$ cat config.mk
export PLATFORM = sky130hd
export DESIGN_NAME = glitc_intercom_ctrl_multi_flat
export DESIGN_NICKNAME = d
export VERILOG_FILES = /design/src/rtl/glitc_intercom_ctrl_multi_pkg.sv /design/src/rtl/glitc_intercom_ctrl_multi_if.sv /design/src/rtl/glitc_intercom_ctrl_multi_echo_seq.sv /design/src/rtl/glitc_intercom_ctrl_multi.sv /design/src/flat_wrapper.sv
export SDC_FILE = /design/constraint.sdc
export NUM_CORES = 1
export LEC_CHECK = 0
export CAP_MARGIN = 20
export CORE_MARGIN = 4
export CORE_UTILIZATION = 30
export DETAILED_ROUTE_END_ITERATION = 8
export GPL_ROUTABILITY_DRIVEN = 0
export PLACE_DENSITY = 0.52
export REMOVE_ABC_BUFFERS = 1
export SLEW_MARGIN = 5
export SYNTH_ARGS = -nofsm -noshare
export SYNTH_HDL_FRONTEND = slang
export SYNTH_HIERARCHICAL = 1
export SYNTH_SLANG_ARGS = --single-unit
$ cat constraint.sdc
create_clock -name user_clk_i -period 4.4 [get_ports user_clk_i]
set_input_delay 0.66 -clock user_clk_i [delete_from_list [all_inputs] [get_ports user_clk_i]]
set_output_delay 0.66 -clock user_clk_i [all_outputs]
set_load 0.05 [all_outputs]
$ cat src/rtl/glitc_intercom_ctrl_multi_pkg.sv
// Shared definitions for the N-path GLITC intercom control bank: register offsets,
// bit positions, echo sequencer state encoding and statistics layout.
package glitc_intercom_pkg;

    localparam logic [1:0] REG_CTRL0   = 2'd0;
    localparam logic [1:0] REG_CTRL1   = 2'd1;
    localparam logic [1:0] REG_TRAIN   = 2'd2;
    localparam logic [1:0] REG_ECHOSEQ = 2'd3;

    localparam int CTRL0_ISERDES_RST = 0;
    localparam int CTRL0_OSERDES_RST = 1;
    localparam int CTRL0_IBUFDS_DIS  = 2;
    localparam int CTRL0_OSERDES_CE  = 3;

    localparam int CTRL1_ENABLE      = 0;
    localparam int CTRL1_TRAIN_DONE  = 1;
    localparam int CTRL1_TRAIN       = 2;
    localparam int CTRL1_SEND_SYNC   = 3;
    localparam int CTRL1_SYNC_RCVD   = 4;
    localparam int CTRL1_RESYNCED    = 5;
    localparam int CTRL1_SEND_ECHO   = 6;
    localparam int CTRL1_ECHO_SEEN   = 7;
    localparam int CTRL1_LAT_LSB     = 8;
    localparam int CTRL1_STATUS_RST  = 31;

    localparam int TRAIN_CHK_LSB     = 20;
    localparam int ECHOSEQ_DONE      = 30;
    localparam int ECHOSEQ_BUSY      = 31;

    localparam int STAT_W = 8;
    localparam int FAIL_W = 4;
    localparam int CHK_W  = 12;

    localparam logic [1:0] ST_IDLE = 2'd0;
    localparam logic [1:0] ST_SEND = 2'd1;
    localparam logic [1:0] ST_WAIT = 2'd2;
    localparam logic [1:0] ST_GAP  = 2'd3;

    // Packed so it drops straight into ECHOSEQ[27:0].
    typedef struct packed {
        logic [FAIL_W-1:0] failures;
        logic [STAT_W-1:0] lat_max;
        logic [STAT_W-1:0] lat_min;
        logic [STAT_W-1:0] successes;
    } echo_stats_t;

    localparam echo_stats_t ECHO_STATS_RESET = '{
        failures:  '0,
        lat_max:   '0,
        lat_min:   8'hFF,
        successes: '0
    };

    function automatic logic [FAIL_W-1:0] sat_inc_fail(input logic [FAIL_W-1:0] v);
        return (v == '1) ? v : v + 1'b1;
    endfunction

endpackage

$ cat src/rtl/glitc_intercom_ctrl_multi_if.sv
// User register bus of the intercom control bank: write strobe, select, address, data in/out.
interface glitc_intercom_ctrl_multi_if #(
    parameter int ADDR_WIDTH = 5
);
    logic                  wr;
    logic                  sel;
    logic [ADDR_WIDTH-1:0] addr;
    logic [31:0]           wr_dat;
    logic [31:0]           rd_dat;

    modport master (output wr, sel, addr, wr_dat, input rd_dat);
    modport slave  (input wr, sel, addr, wr_dat, output rd_dat);
endinterface

$ cat src/rtl/glitc_intercom_ctrl_multi_echo_seq.sv
// Per-path automatic echo sequencer: issues N echoes, times out missing replies,
// and keeps success/failure counts with min/max latency.
module glitc_intercom_echo_seq
    import glitc_intercom_pkg::*;
#(
    parameter int LATENCY_WIDTH = 4,
    parameter int ECHO_TIMEOUT  = 255,
    parameter int ECHO_GAP      = 16
) (
    input  logic                     user_clk_i,
    input  logic                     user_rst_i,
    input  logic                     start,
    input  logic                     abort,
    input  logic [7:0]               count,
    input  logic                     echo_ready,
    input  logic                     echo_seen,
    input  logic [LATENCY_WIDTH-1:0] latency,
    output logic                     echo_pulse,
    output logic                     busy,
    output logic                     done,
    output echo_stats_t              stats
);
    localparam int TIMER_W = 16;
    localparam int GAP_W   = 8;

    logic [1:0]         state;
    logic [7:0]         remaining;
    logic [7:0]         remaining_dec;
    logic [TIMER_W-1:0] timer;
    logic [GAP_W-1:0]   gap_cnt;
    logic [STAT_W-1:0]  lat_ext;
    logic               timed_out;

    assign lat_ext       = STAT_W'(latency);
    assign remaining_dec = remaining - 8'd1;
    assign timed_out     = (timer == TIMER_W'(ECHO_TIMEOUT - 1));
    assign echo_pulse    = (state == ST_SEND);
    assign busy          = (state != ST_IDLE);

    // NOTE: every register here uses <= so all branches read the pre-edge state;
    // a blocking = would let later branches see half-updated values.
    always_ff @(posedge user_clk_i) begin
        if (user_rst_i) begin
            state     <= ST_IDLE;
            remaining <= '0;
            timer     <= '0;
            gap_cnt   <= '0;
            done      <= 1'b0;
            stats     <= ECHO_STATS_RESET;
        end else if (abort && busy) begin
            state <= ST_IDLE;
            done  <= 1'b0;
        end else begin
            case (state)
                ST_IDLE: begin
                    if (start) begin
                        stats     <= ECHO_STATS_RESET;
                        done      <= 1'b0;
                        remaining <= count;
                        state     <= ST_SEND;
                    end
                end
                ST_SEND: begin
                    timer <= '0;
                    state <= ST_WAIT;
                end
                ST_WAIT: begin
                    // A reply landing on the timeout cycle still counts as a reply.
                    if (echo_ready) begin
                        if (echo_seen) begin
                            stats.successes <= stats.successes + 1'b1;
                            if (lat_ext < stats.lat_min) stats.lat_min <= lat_ext;
                            if (lat_ext > stats.lat_max) stats.lat_max <= lat_ext;
                        end else begin
                            stats.failures <= sat_inc_fail(stats.failures);
                        end
                    end else if (timed_out) begin
                        stats.failures <= sat_inc_fail(stats.failures);
                    end else begin
                        timer <= timer + 1'b1;
                    end

                    if (echo_ready || timed_out) begin
                        remaining <= remaining_dec;
                        gap_cnt   <= '0;
                        if (ECHO_GAP != 0) begin
                            state <= ST_GAP;
                        end else if (remaining_dec == '0) begin
                            state <= ST_IDLE;
                            done  <= 1'b1;
                        end else begin
                            state <= ST_SEND;
                        end
                    end
                end
                default: begin
                    if (gap_cnt == GAP_W'(ECHO_GAP - 1)) begin
                        if (remaining == '0) begin
                            state <= ST_IDLE;
                            done  <= 1'b1;
                        end else begin
                            state <= ST_SEND;
                        end
                    end else begin
                        gap_cnt <= gap_cnt + 1'b1;
                    end
                end
            endcase
        end
    end

endmodule

$ cat src/rtl/glitc_intercom_ctrl_multi.sv
// N-path GLITC intercom control register bank with sticky status and echo sequencers.
// Optional training-word checker enabled by defining GLITC_INTERCOM_TRAIN_CHECK_EN.
module glitc_intercom_ctrl_multi
    import glitc_intercom_pkg::*;
#(
    parameter int          NPATH         = 2,
    parameter int          ADDR_WIDTH    = 5,
    parameter int          LATENCY_WIDTH = 4,
    parameter int          TRAIN_WIDTH   = 20,
    parameter int          ECHO_TIMEOUT  = 255,
    parameter int          ECHO_GAP      = 16,
    parameter logic [19:0] TRAIN_PATTERN = 20'hA5C3F
) (
    input  logic                             user_clk_i,
    input  logic                             user_rst_i,
    glitc_intercom_ctrl_multi_if.slave       user_bus,
    output logic [NPATH-1:0]                 iserdes_reset_o,
    output logic [NPATH-1:0]                 oserdes_reset_o,
    output logic [NPATH-1:0]                 ibufds_disable_o,
    output logic [NPATH-1:0]                 oserdes_ce_o,
    output logic [NPATH-1:0]                 status_reset_o,
    output logic [NPATH-1:0]                 send_sync_o,
    output logic [NPATH-1:0]                 send_echo_o,
    input  logic [NPATH-1:0]                 sync_received_i,
    input  logic [NPATH-1:0]                 resynced_i,
    input  logic [NPATH-1:0]                 echo_ready_i,
    input  logic [NPATH-1:0]                 echo_seen_i,
    input  logic [NPATH*LATENCY_WIDTH-1:0]   latency_i,
    output logic [NPATH-1:0]                 enable_o,
    output logic [NPATH-1:0]                 train_o,
    output logic [NPATH-1:0]                 training_done_o,
    input  logic [NPATH-1:0]                 train_latch_i,
    output logic [NPATH-1:0]                 train_latch_seen_o,
    input  logic [NPATH*TRAIN_WIDTH-1:0]     train_i
);
    localparam int PATH_W = ADDR_WIDTH - 2;

    logic [PATH_W-1:0] bus_path;
    logic [1:0]        bus_reg;
    logic              bus_wr;
    logic [31:0]       wdat;
    logic [31:0]       path_rdata [NPATH];
    logic              unused_wdat;

    assign bus_path    = user_bus.addr[ADDR_WIDTH-1:2];
    assign bus_reg     = user_bus.addr[1:0];
    assign bus_wr      = user_bus.sel && user_bus.wr;
    assign wdat        = user_bus.wr_dat;
    assign unused_wdat = ^wdat[30:8];

    for (genvar p = 0; p < NPATH; p++) begin : g_path
        logic hit, wr_ctrl0, wr_ctrl1, wr_seq, status_clr;
        logic iserdes_rst_q, oserdes_rst_q, ibufds_dis_q, oserdes_ce_q;
        logic enable_q, train_done_q, train_q, send_sync_q, status_rst_q, manual_echo_q;
        logic sync_sticky, resync_sticky, last_seen, latch_seen_q;
        logic [LATENCY_WIDTH-1:0] lat_in, last_lat;
        logic [TRAIN_WIDTH-1:0]   train_in, train_word;
        logic [CHK_W-1:0]         chk_cnt;
        logic                     seq_pulse, seq_busy, seq_done;
        echo_stats_t              seq_stats;
        logic [31:0]              rd;

        assign hit        = bus_wr && (bus_path == PATH_W'(p));
        assign wr_ctrl0   = hit && (bus_reg == REG_CTRL0);
        assign wr_ctrl1   = hit && (bus_reg == REG_CTRL1);
        assign wr_seq     = hit && (bus_reg == REG_ECHOSEQ);
        assign status_clr = wr_ctrl1 && wdat[CTRL1_STATUS_RST];
        assign lat_in     = latency_i[p*LATENCY_WIDTH +: LATENCY_WIDTH];
        assign train_in   = train_i[p*TRAIN_WIDTH +: TRAIN_WIDTH];

        always_ff @(posedge user_clk_i) begin
            if (user_rst_i) begin
                iserdes_rst_q <= 1'b0;
                oserdes_rst_q <= 1'b0;
                ibufds_dis_q  <= 1'b1;
                oserdes_ce_q  <= 1'b0;
                enable_q      <= 1'b0;
                train_done_q  <= 1'b0;
                train_q       <= 1'b0;
                send_sync_q   <= 1'b0;
                status_rst_q  <= 1'b0;
                manual_echo_q <= 1'b0;
                sync_sticky   <= 1'b0;
                resync_sticky <= 1'b0;
                last_seen     <= 1'b0;
                last_lat      <= '0;
                train_word    <= '0;
                latch_seen_q  <= 1'b0;
            end else begin
                iserdes_rst_q <= wr_ctrl0 && wdat[CTRL0_ISERDES_RST];
                oserdes_rst_q <= wr_ctrl0 && wdat[CTRL0_OSERDES_RST];
                if (wr_ctrl0) begin
                    ibufds_dis_q <= wdat[CTRL0_IBUFDS_DIS];
                    oserdes_ce_q <= wdat[CTRL0_OSERDES_CE];
                end
                if (wr_ctrl1) begin
                    enable_q     <= wdat[CTRL1_ENABLE];
                    train_done_q <= wdat[CTRL1_TRAIN_DONE];
                    train_q      <= wdat[CTRL1_TRAIN];
                end
                send_sync_q   <= wr_ctrl1 && wdat[CTRL1_SEND_SYNC];
                status_rst_q  <= status_clr;
                manual_echo_q <= wr_ctrl1 && wdat[CTRL1_SEND_ECHO] && !seq_busy;

                // Set has priority so an event coinciding with the clear is not lost.
                if (sync_received_i[p])  sync_sticky <= 1'b1;
                else if (status_clr)     sync_sticky <= 1'b0;
                if (resynced_i[p])       resync_sticky <= 1'b1;
                else if (status_clr)     resync_sticky <= 1'b0;

                if (echo_ready_i[p]) begin
                    last_seen <= echo_seen_i[p];
                    last_lat  <= lat_in;
                end
                if (train_latch_i[p]) train_word <= train_in;
                latch_seen_q <= train_latch_i[p];
            end
        end

`ifdef GLITC_INTERCOM_TRAIN_CHECK_EN
        always_ff @(posedge user_clk_i) begin
            if (user_rst_i) begin
                chk_cnt <= '0;
            end else if (train_latch_i[p] && (train_in != TRAIN_PATTERN[TRAIN_WIDTH-1:0])) begin
                if (chk_cnt != '1) chk_cnt <= chk_cnt + 1'b1;
            end else if (status_clr) begin
                chk_cnt <= '0;
            end
        end
`else
        logic unused_pattern;
        assign unused_pattern = ^TRAIN_PATTERN;
        assign chk_cnt        = '0;
`endif

        glitc_intercom_echo_seq #(
            .LATENCY_WIDTH (LATENCY_WIDTH),
            .ECHO_TIMEOUT  (ECHO_TIMEOUT),
            .ECHO_GAP      (ECHO_GAP)
        ) u_echo_seq (
            .user_clk_i (user_clk_i),
            .user_rst_i (user_rst_i),
            .start      (wr_seq && (wdat[7:0] != 8'd0)),
            .abort      (wr_seq && (wdat[7:0] == 8'd0)),
            .count      (wdat[7:0]),
            .echo_ready (echo_ready_i[p]),
            .echo_seen  (echo_seen_i[p]),
            .latency    (lat_in),
            .echo_pulse (seq_pulse),
            .busy       (seq_busy),
            .done       (seq_done),
            .stats      (seq_stats)
        );

        // NOTE: rd is cleared first so every case arm leaves the unlisted bits
        // defined; without that default the block would infer latches.
        always_comb begin
            rd = '0;
            case (bus_reg)
                REG_CTRL0: begin
                    rd[CTRL0_IBUFDS_DIS] = ibufds_dis_q;
                    rd[CTRL0_OSERDES_CE] = oserdes_ce_q;
                end
                REG_CTRL1: begin
                    rd[CTRL1_ENABLE]             = enable_q;
                    rd[CTRL1_TRAIN_DONE]         = train_done_q;
                    rd[CTRL1_TRAIN]              = train_q;
                    rd[CTRL1_SYNC_RCVD]          = sync_sticky;
                    rd[CTRL1_RESYNCED]           = resync_sticky;
                    rd[CTRL1_ECHO_SEEN]          = last_seen;
                    rd[CTRL1_LAT_LSB +: STAT_W]  = STAT_W'(last_lat);
                end
                REG_TRAIN: begin
                    rd[TRAIN_WIDTH-1:0]          = train_word;
                    rd[TRAIN_CHK_LSB +: CHK_W]   = chk_cnt;
                end
                default: begin
                    rd[$bits(echo_stats_t)-1:0]  = seq_stats;
                    rd[ECHOSEQ_DONE]             = seq_done;
                    rd[ECHOSEQ_BUSY]             = seq_busy;
                end
            endcase
        end

        assign path_rdata[p]         = rd;
        assign iserdes_reset_o[p]    = iserdes_rst_q;
        assign oserdes_reset_o[p]    = oserdes_rst_q;
        assign ibufds_disable_o[p]   = ibufds_dis_q;
        assign oserdes_ce_o[p]       = oserdes_ce_q;
        assign status_reset_o[p]     = status_rst_q;
        assign send_sync_o[p]        = send_sync_q;
        assign send_echo_o[p]        = manual_echo_q || seq_pulse;
        assign enable_o[p]           = enable_q;
        assign train_o[p]            = train_q;
        assign training_done_o[p]    = train_done_q;
        assign train_latch_seen_o[p] = latch_seen_q;
    end

    // Paths at or above NPATH fall through to zero.
    always_comb begin
        user_bus.rd_dat = '0;
        for (int p = 0; p < NPATH; p++) begin
            if (int'(bus_path) == p) user_bus.rd_dat = path_rdata[p];
        end
    end

endmodule

$ cat src/flat_wrapper.sv
// flat-port wrapper written by rule: the top's interface ports become plain ports
module glitc_intercom_ctrl_multi_flat import glitc_intercom_pkg::*;
#(
    parameter int          NPATH         = 2,
    parameter int          ADDR_WIDTH    = 5,
    parameter int          LATENCY_WIDTH = 4,
    parameter int          TRAIN_WIDTH   = 20,
    parameter int          ECHO_TIMEOUT  = 255,
    parameter int          ECHO_GAP      = 16,
    parameter logic [19:0] TRAIN_PATTERN = 20'hA5C3F
)
  (user_clk_i, user_rst_i, iserdes_reset_o, oserdes_reset_o, ibufds_disable_o, oserdes_ce_o, status_reset_o, send_sync_o, send_echo_o, sync_received_i, resynced_i, echo_ready_i, echo_seen_i, latency_i, enable_o, train_o, training_done_o, train_latch_i, train_latch_seen_o, train_i, user_bus_wr, user_bus_sel, user_bus_addr, user_bus_wr_dat, user_bus_rd_dat);
  glitc_intercom_ctrl_multi_if #(.ADDR_WIDTH(ADDR_WIDTH)) user_bus_i ();
  input  logic user_clk_i;
  input  logic user_rst_i;
  output logic [NPATH-1:0] iserdes_reset_o;
  output logic [NPATH-1:0] oserdes_reset_o;
  output logic [NPATH-1:0] ibufds_disable_o;
  output logic [NPATH-1:0] oserdes_ce_o;
  output logic [NPATH-1:0] status_reset_o;
  output logic [NPATH-1:0] send_sync_o;
  output logic [NPATH-1:0] send_echo_o;
  input  logic [NPATH-1:0] sync_received_i;
  input  logic [NPATH-1:0] resynced_i;
  input  logic [NPATH-1:0] echo_ready_i;
  input  logic [NPATH-1:0] echo_seen_i;
  input  logic [NPATH*LATENCY_WIDTH-1:0] latency_i;
  output logic [NPATH-1:0] enable_o;
  output logic [NPATH-1:0] train_o;
  output logic [NPATH-1:0] training_done_o;
  input  logic [NPATH-1:0] train_latch_i;
  output logic [NPATH-1:0] train_latch_seen_o;
  input  logic [NPATH*TRAIN_WIDTH-1:0] train_i;
  input wire logic [$bits(user_bus_i.wr)-1:0] user_bus_wr;
  input wire logic [$bits(user_bus_i.sel)-1:0] user_bus_sel;
  input wire logic [$bits(user_bus_i.addr)-1:0] user_bus_addr;
  input wire logic [$bits(user_bus_i.wr_dat)-1:0] user_bus_wr_dat;
  output wire logic [$bits(user_bus_i.rd_dat)-1:0] user_bus_rd_dat;
  assign user_bus_i.wr = user_bus_wr;
  assign user_bus_i.sel = user_bus_sel;
  assign user_bus_i.addr = user_bus_addr;
  assign user_bus_i.wr_dat = user_bus_wr_dat;
  assign user_bus_rd_dat = user_bus_i.rd_dat;
  glitc_intercom_ctrl_multi #(.NPATH(NPATH), .ADDR_WIDTH(ADDR_WIDTH), .LATENCY_WIDTH(LATENCY_WIDTH), .TRAIN_WIDTH(TRAIN_WIDTH), .ECHO_TIMEOUT(ECHO_TIMEOUT), .ECHO_GAP(ECHO_GAP), .TRAIN_PATTERN(TRAIN_PATTERN)) u_core (.user_clk_i(user_clk_i), .user_rst_i(user_rst_i), .user_bus(user_bus_i), .iserdes_reset_o(iserdes_reset_o), .oserdes_reset_o(oserdes_reset_o), .ibufds_disable_o(ibufds_disable_o), .oserdes_ce_o(oserdes_ce_o), .status_reset_o(status_reset_o), .send_sync_o(send_sync_o), .send_echo_o(send_echo_o), .sync_received_i(sync_received_i), .resynced_i(resynced_i), .echo_ready_i(echo_ready_i), .echo_seen_i(echo_seen_i), .latency_i(latency_i), .enable_o(enable_o), .train_o(train_o), .training_done_o(training_done_o), .train_latch_i(train_latch_i), .train_latch_seen_o(train_latch_seen_o), .train_i(train_i));
endmodule
Word-level counts from Yosys, hierarchy flattened. Index checks and enable logic that the tools add are counted.

Bits in registers: 202. Bits in latches: 0. RAM bits: 0. ROM bits: 0. Output and inout bits: 54. Word-level logic and storage cells: 271. Memories: 0.

$add $sub $neg: 10. Multipliers: 0. Divide/modulo/power cells: 0. Magnitude comparators: 4. Eq/ne operators: 37. Shifts and indexed selects: 0. Muxes and demuxes: 80. Bitwise logic cells: 6. Reductions and logical operators: 84.

Operators by type and width (count): one-hot mux 28 bit (2 select lines) (2); 2-to-1 mux 24 bit (4); 2-to-1 mux 8 bit (12); 2-to-1 mux 16 bit (4); 2-to-1 mux 32 bit (2); one-hot mux 16 bit (2 select lines) (2); one-hot mux 8 bit (2 select lines) (4); 2-to-1 mux 28 bit (2); one-hot mux 9 bit (3 select lines) (2); one-hot mux 12 bit (2 select lines) (2); one-hot mux 2 bit (3 select lines) (6); adder 16 x 1 -> 16 bit, second input constant (2); adder 8 x 1 -> 8 bit, second input constant (4); == test 16 x 8 -> 1 bit, second input constant (2); 2-to-1 mux 4 bit (8); != test 2 bit, second input constant (16); AND reduction 4 bit (8); nonzero test 2 bit (14); logical AND 1 bit (27); zero test 8 bit (3); AND reduction 6 bit (4); AND reduction 5 bit (4); == test 8 x 4 -> 1 bit, second input constant (2); greater-than comparator 4 x 8 -> 1 bit (2); other kinds (24) (83).

Logic depth before layout (Yosys ltp).
Depth after elaboration: 7. Depth in mapped cells: 11. Mapped depth without buffers: 8.

Modules after synthesis. The synthesis kept the hierarchy.

By module, submodules not included: glitc_intercom_ctrl_multi (times used 1, cells an instance 430, area an instance 3946.3 um2, sequential area each 1521.5 um2); glitc_intercom_echo_seq (u_core.g_path[0].u_echo_seq) (times used 1, cells an instance 405, area an instance 3268.1 um2, sequential area each 1121.1 um2); glitc_intercom_echo_seq (u_core.g_path[1].u_echo_seq) (times used 1, cells an instance 393, area an instance 3179.3 um2, sequential area each 1121.1 um2).

Least setup slack after synthesis. No wires, ideal clock.

Path kind: input to output. Start: input user_bus_addr[1]. End: output user_bus_rd_dat[0]. Arrival: 2.134 ns. Slack: 1.606 ns. Cell stages on the path: 5. Buffers on the path: 2. Cells stage by stage: nor2b_1 -> buf_2 -> buf_1 -> a22oi_1 -> o22ai_1.

Longest elaborated chain between the ends: 4. Elaborated cells on any way between the ends: 7.

Ends and longest elaborated chain: from (decl) (RTL line flat_wrapper.sv:36) `input wire logic [$bits(user_bus_i.addr)-1:0] user_bus_addr;`; == test 2 bit (tied with other cells) (RTL line glitc_intercom_ctrl_multi.sv:159) `case (bus_reg)`; one-hot mux 2 bit (3 select lines) (RTL line glitc_intercom_ctrl_multi.sv:159); 2-to-1 mux 32 bit (RTL line glitc_intercom_ctrl_multi.sv:203) `if (int'(bus_path) == p) user_bus.rd_dat = path_rdata[p];`; 2-to-1 mux 32 bit (*) (RTL line glitc_intercom_ctrl_multi.sv:203); to (decl) (RTL line flat_wrapper.sv:38) `output wire logic [$bits(user_bus_i.rd_dat)-1:0] user_bus_rd_dat;`.

Every way passes the cells marked *; elsewhere a longest branch is shown, timed or not.

Worst setup path in the final report.
Start: input user_bus_addr[2]. End: output user_bus_rd_dat[3].

Longest elaborated chain between the ends: 3. Elaborated cells on any way between the ends: 4.

Ends and longest elaborated chain (RTL line): zero test 3 bit (glitc_intercom_ctrl_multi.sv:203); 2-to-1 mux 32 bit (glitc_intercom_ctrl_multi.sv:203); 2-to-1 mux 32 bit (*) (glitc_intercom_ctrl_multi.sv:203).

Marks and branches as above.

==> flow_metrics.tcl <==
set metrics [dict create \
    cts_resized 0 \
    setup_viol 0 \
    yosysSeqAreaShare_pct 36.21 \
    cp-end-kind "output port" \
    cts_tree "yes" \
    drive_gt1_share_pct 9.702 \
    synth_cell_types 83 \
    num_io_pins 153 \
    cp.required_ps 3740 \
    root_buffer "clkbuf_16" \
    fin_nets 1430 \
    setup_tns_ps 0 \
    post-cts-setup-buffers 0 \
    avgSynthCellArea_um2 8.464 \
    drt_iter0_drc 590 \
    clk_latency_ps 450 \
    grtUsageTotal_pct 16.02 \
    p_leak_uw 0.004622 \
    grt_antenna_before_repair 1 \
    cp-start-kind "input port" \
    cts.sinks 188 \
    dieArea_mm2 0.03769 \
    drcViolationCount 0 \
    post-route-min-period_ps 3508 \
    cp_max_fo 7 \
    max_slew_margin_pct 28.30 \
    die_w_um 194.1 \
    cts.path.max_buffers 2 \
    syn-cell-area_mm2 0.01039 \
    netlist_top_cells_area "dfxtp_1 36%, mux2i_1 7.9%, nor2_1 5.7%" \
    synthArstFlopShare_pct 0 \
    ys_warn_count 6 \
    fin_worst_skew_ps 13.70 \
    initial_utilization_pct 30.69 \
    path_class "input port to output port" \
    arrival_ps 2850 \
    max_freq_ghz 0.2851 \
    drv_slew 0 \
    ctsHoldBuffers 0 \
    path_buf_inv 2 \
    routed_wl_um 30970 \
    viasPerCell 5.109 \
    fin_crit_sh_pct 79.72 \
    grt_pass1_wl_um 48910 \
    final_hold_viol_count 0 \
    core_area_mm2 0.03387 \
    crit_chain "clkdlybuf4s50_1 -> nor3b_4 -> a22o_1 -> clkdlybuf4s50_1" \
    ant_nets 0 \
    slowest_stage "clkdlybuf4s50_1" \
    drv_cap 0 \
    dpl.hpwl_um 22880 \
    yosysMostFrequentCell "dfxtp_1" \
    worst_pin_slew_ps 1072 \
    max_stage_delay_ps 840 \
    ir_drop_mv 0.2767 \
    num_rows 67 \
    synth_cells 1228 \
    path_clk_slew_ps 70 \
    synth_ff_type "dfxtp_1" \
    first_pass_iters 5 \
    grt_setup_unrepaired "no" \
    first_global_vias 8503 \
    outcome "finished, final reports clean" \
    synth_largest_area_cell "dfxtp_1" \
    powerDensity_mw_per_mm2 310.5 \
    overflow 0 \
    syn_to_final_growth_pct 18.74 \
    routedWlPerCell_um 17.62 \
    grt_max_degree 63 \
    vias 8981 \
    synth_edf_count 0 \
    die_h_um 194.1 \
    synth_common_cells "188 x dfxtp_1, 159 x nor2_1, 82 x mux2i_1" \
    htree_num_levels 4 \
    ys_ff_latch 188 \
    synth.top_cell.area_share_pct 36.21 \
    path_common_cell "clkdlybuf4s50_1" \
    io_buffer_count 123 \
    path_delay_family "buffers and inverters" \
    cts_inserted_buffers 17 \
    utilization_pct 36.44 \
    hold_class "register to register" \
]
layout by cell type (no fill, tap or decap), types with 5 or more instances in the layout:
| cell type | synthesis | final |
|---|---|---|
| a211o_1 | 6 | 6 |
| a211oi_1 | 6 | 6 |
| a21oi_1 | 60 | 60 |
| a22oi_1 | 32 | 32 |
| a31oi_1 | 11 | 11 |
| and2_1 | 9 | 9 |
| and3_1 | 8 | 8 |
| and4_1 | 5 | 5 |
| buf_4 | 39 | 43 |
| clkbuf_16 | 0 | 17 |
| clkdlybuf4s50_1 | 0 | 95 |
| conb_1 | 3 | 10 |
| dfxtp_1 | 188 | 188 |
| ha_1 | 35 | 35 |
| inv_1 | 45 | 45 |
| mux2_2 | 18 | 18 |
| mux2i_1 | 82 | 82 |
| nand2_1 | 70 | 70 |
| nand2b_1 | 13 | 13 |
| nand3_1 | 49 | 49 |
| nand3b_1 | 5 | 5 |
| nand4_1 | 15 | 15 |
| nor2_1 | 159 | 159 |
| nor2b_1 | 17 | 17 |
| nor3_1 | 28 | 28 |
| nor4_1 | 19 | 19 |
| nor4b_1 | 6 | 6 |
| o211ai_1 | 11 | 11 |
| o21ai_0 | 49 | 49 |
| o21bai_1 | 7 | 7 |
| o22ai_1 | 23 | 23 |
| o31ai_1 | 8 | 8 |
| o41ai_1 | 5 | 5 |
| or3_1 | 14 | 14 |
| or4_1 | 8 | 8 |
| xnor2_1 | 14 | 14 |
| xor2_1 | 24 | 24 |
flip-flops by register name, indices dropped and copies added (netlist names), 4 cells and up:
signal,cells
u_core/g_path.u_echo_seq/gap_cnt,16
u_core/g_path.last_lat,8
u_core/g_path.u_echo_seq/state,4
u_core/g_path.u_echo_seq/timer,32
u_core/g_path.u_echo_seq/stats,42
u_core/g_path.train_word,40
u_core/g_path.u_echo_seq/remaining,16
area by class of cell:
| cell class | instances | area [um2] |
|---|---|---|
| Fill cell | 3555 | 21530 |
| Tap cell | 448 | 560.5 |
| Timing Repair Buffer | 143 | 1329 |
| Multi-Input combinational cell | 900 | 5914 |
| Sequential cell | 188 | 3764 |
| Antenna cell | 1 | 2.502 |
| Clock buffer | 17 | 425.4 |
| Clock inverter | 15 | 173.9 |
| Inverter | 46 | 172.7 |
stage by stage:
| stage | cells | power [uW] | hold WS (ps) | area [um2] | setup slack, ps |
|---|---|---|---|---|---|
| detailed placement | 1725 | 2287 | 462.2 | 11740 | 854.4 |
| global route | 1758 | 4008 | 512.0 | 12340 | 856.7 |
| floorplan | 1134 | 2055 | 437.9 | 9851 | 1419 |
| global placement | 1724 | 2285 | 453.5 | 11740 | 876.1 |
| CTS | 1757 | 3887 | 475.1 | 12340 | 895.9 |
| finish | 1758 | 3833 | 476.2 | 12340 | 892.3 |
cell families (layout without fill, tap and decap cells):
group / after synthesis / count (layout) / share of synthesized area, %
fa+ha+maj: 35 / 35 / 4.213
simple gates: 461 / 461 / 23.05
mux: 100 / 100 / 9.847
other cells: 3 / 11 / 0.1083
flops: 188 / 188 / 36.21
compound gates: 256 / 256 / 16.23
buf+inv: 147 / 221 / 7.138
xor+xnor: 38 / 38 / 3.202
worst paths after layout:
check / startpoint / endpoint / slack (ps) / cells after the start
max: user_bus_addr[2] / user_bus_rd_dat[3] / 890 / 4
min: u_core/g_path[1].resync_sticky / u_core/g_path[1].resync_sticky / 480 / 2
max reg2reg: u_core/g_path[0].u_echo_seq/state[0] / u_core/g_path[0].u_echo_seq/stats[24] / 1350 / 7
min reg2reg: u_core/g_path[1].resync_sticky / u_core/g_path[1].resync_sticky / 480 / 2
worst reg2reg max path: cells and delay by family (launching register included):
| kind | cells | cell delay, ps |
|---|---|---|
| adder cells (fa/ha/maj) | 1 | 840 |
| XOR/XNOR | 1 | 180 |
| buffers and inverters | 2 | 810 |
| AND/OR/NAND/NOR | 2 | 520 |
| flip-flops | 1 | 350 |
| AO/OA/AOI/OAI | 1 | 210 |
where the power goes:
part / switching, uW / internal, uW
registers: 27.9 / 1740
clock network: 772 / 813
logic: 282 / 195
total: 1080 / 2750
per-layer routing:
layer / vias up / track usage [%] / part of all wire (%)
met5: - / 0 / 0
met4: 0 / 4.453 / 1.7
met2: 143 / 26.31 / 47
met1: 4301 / 21.90 / 48
li1: 4511 / - / -
met3: 26 / 2.520 / 3.1
(Power assumes the default switching activity.)
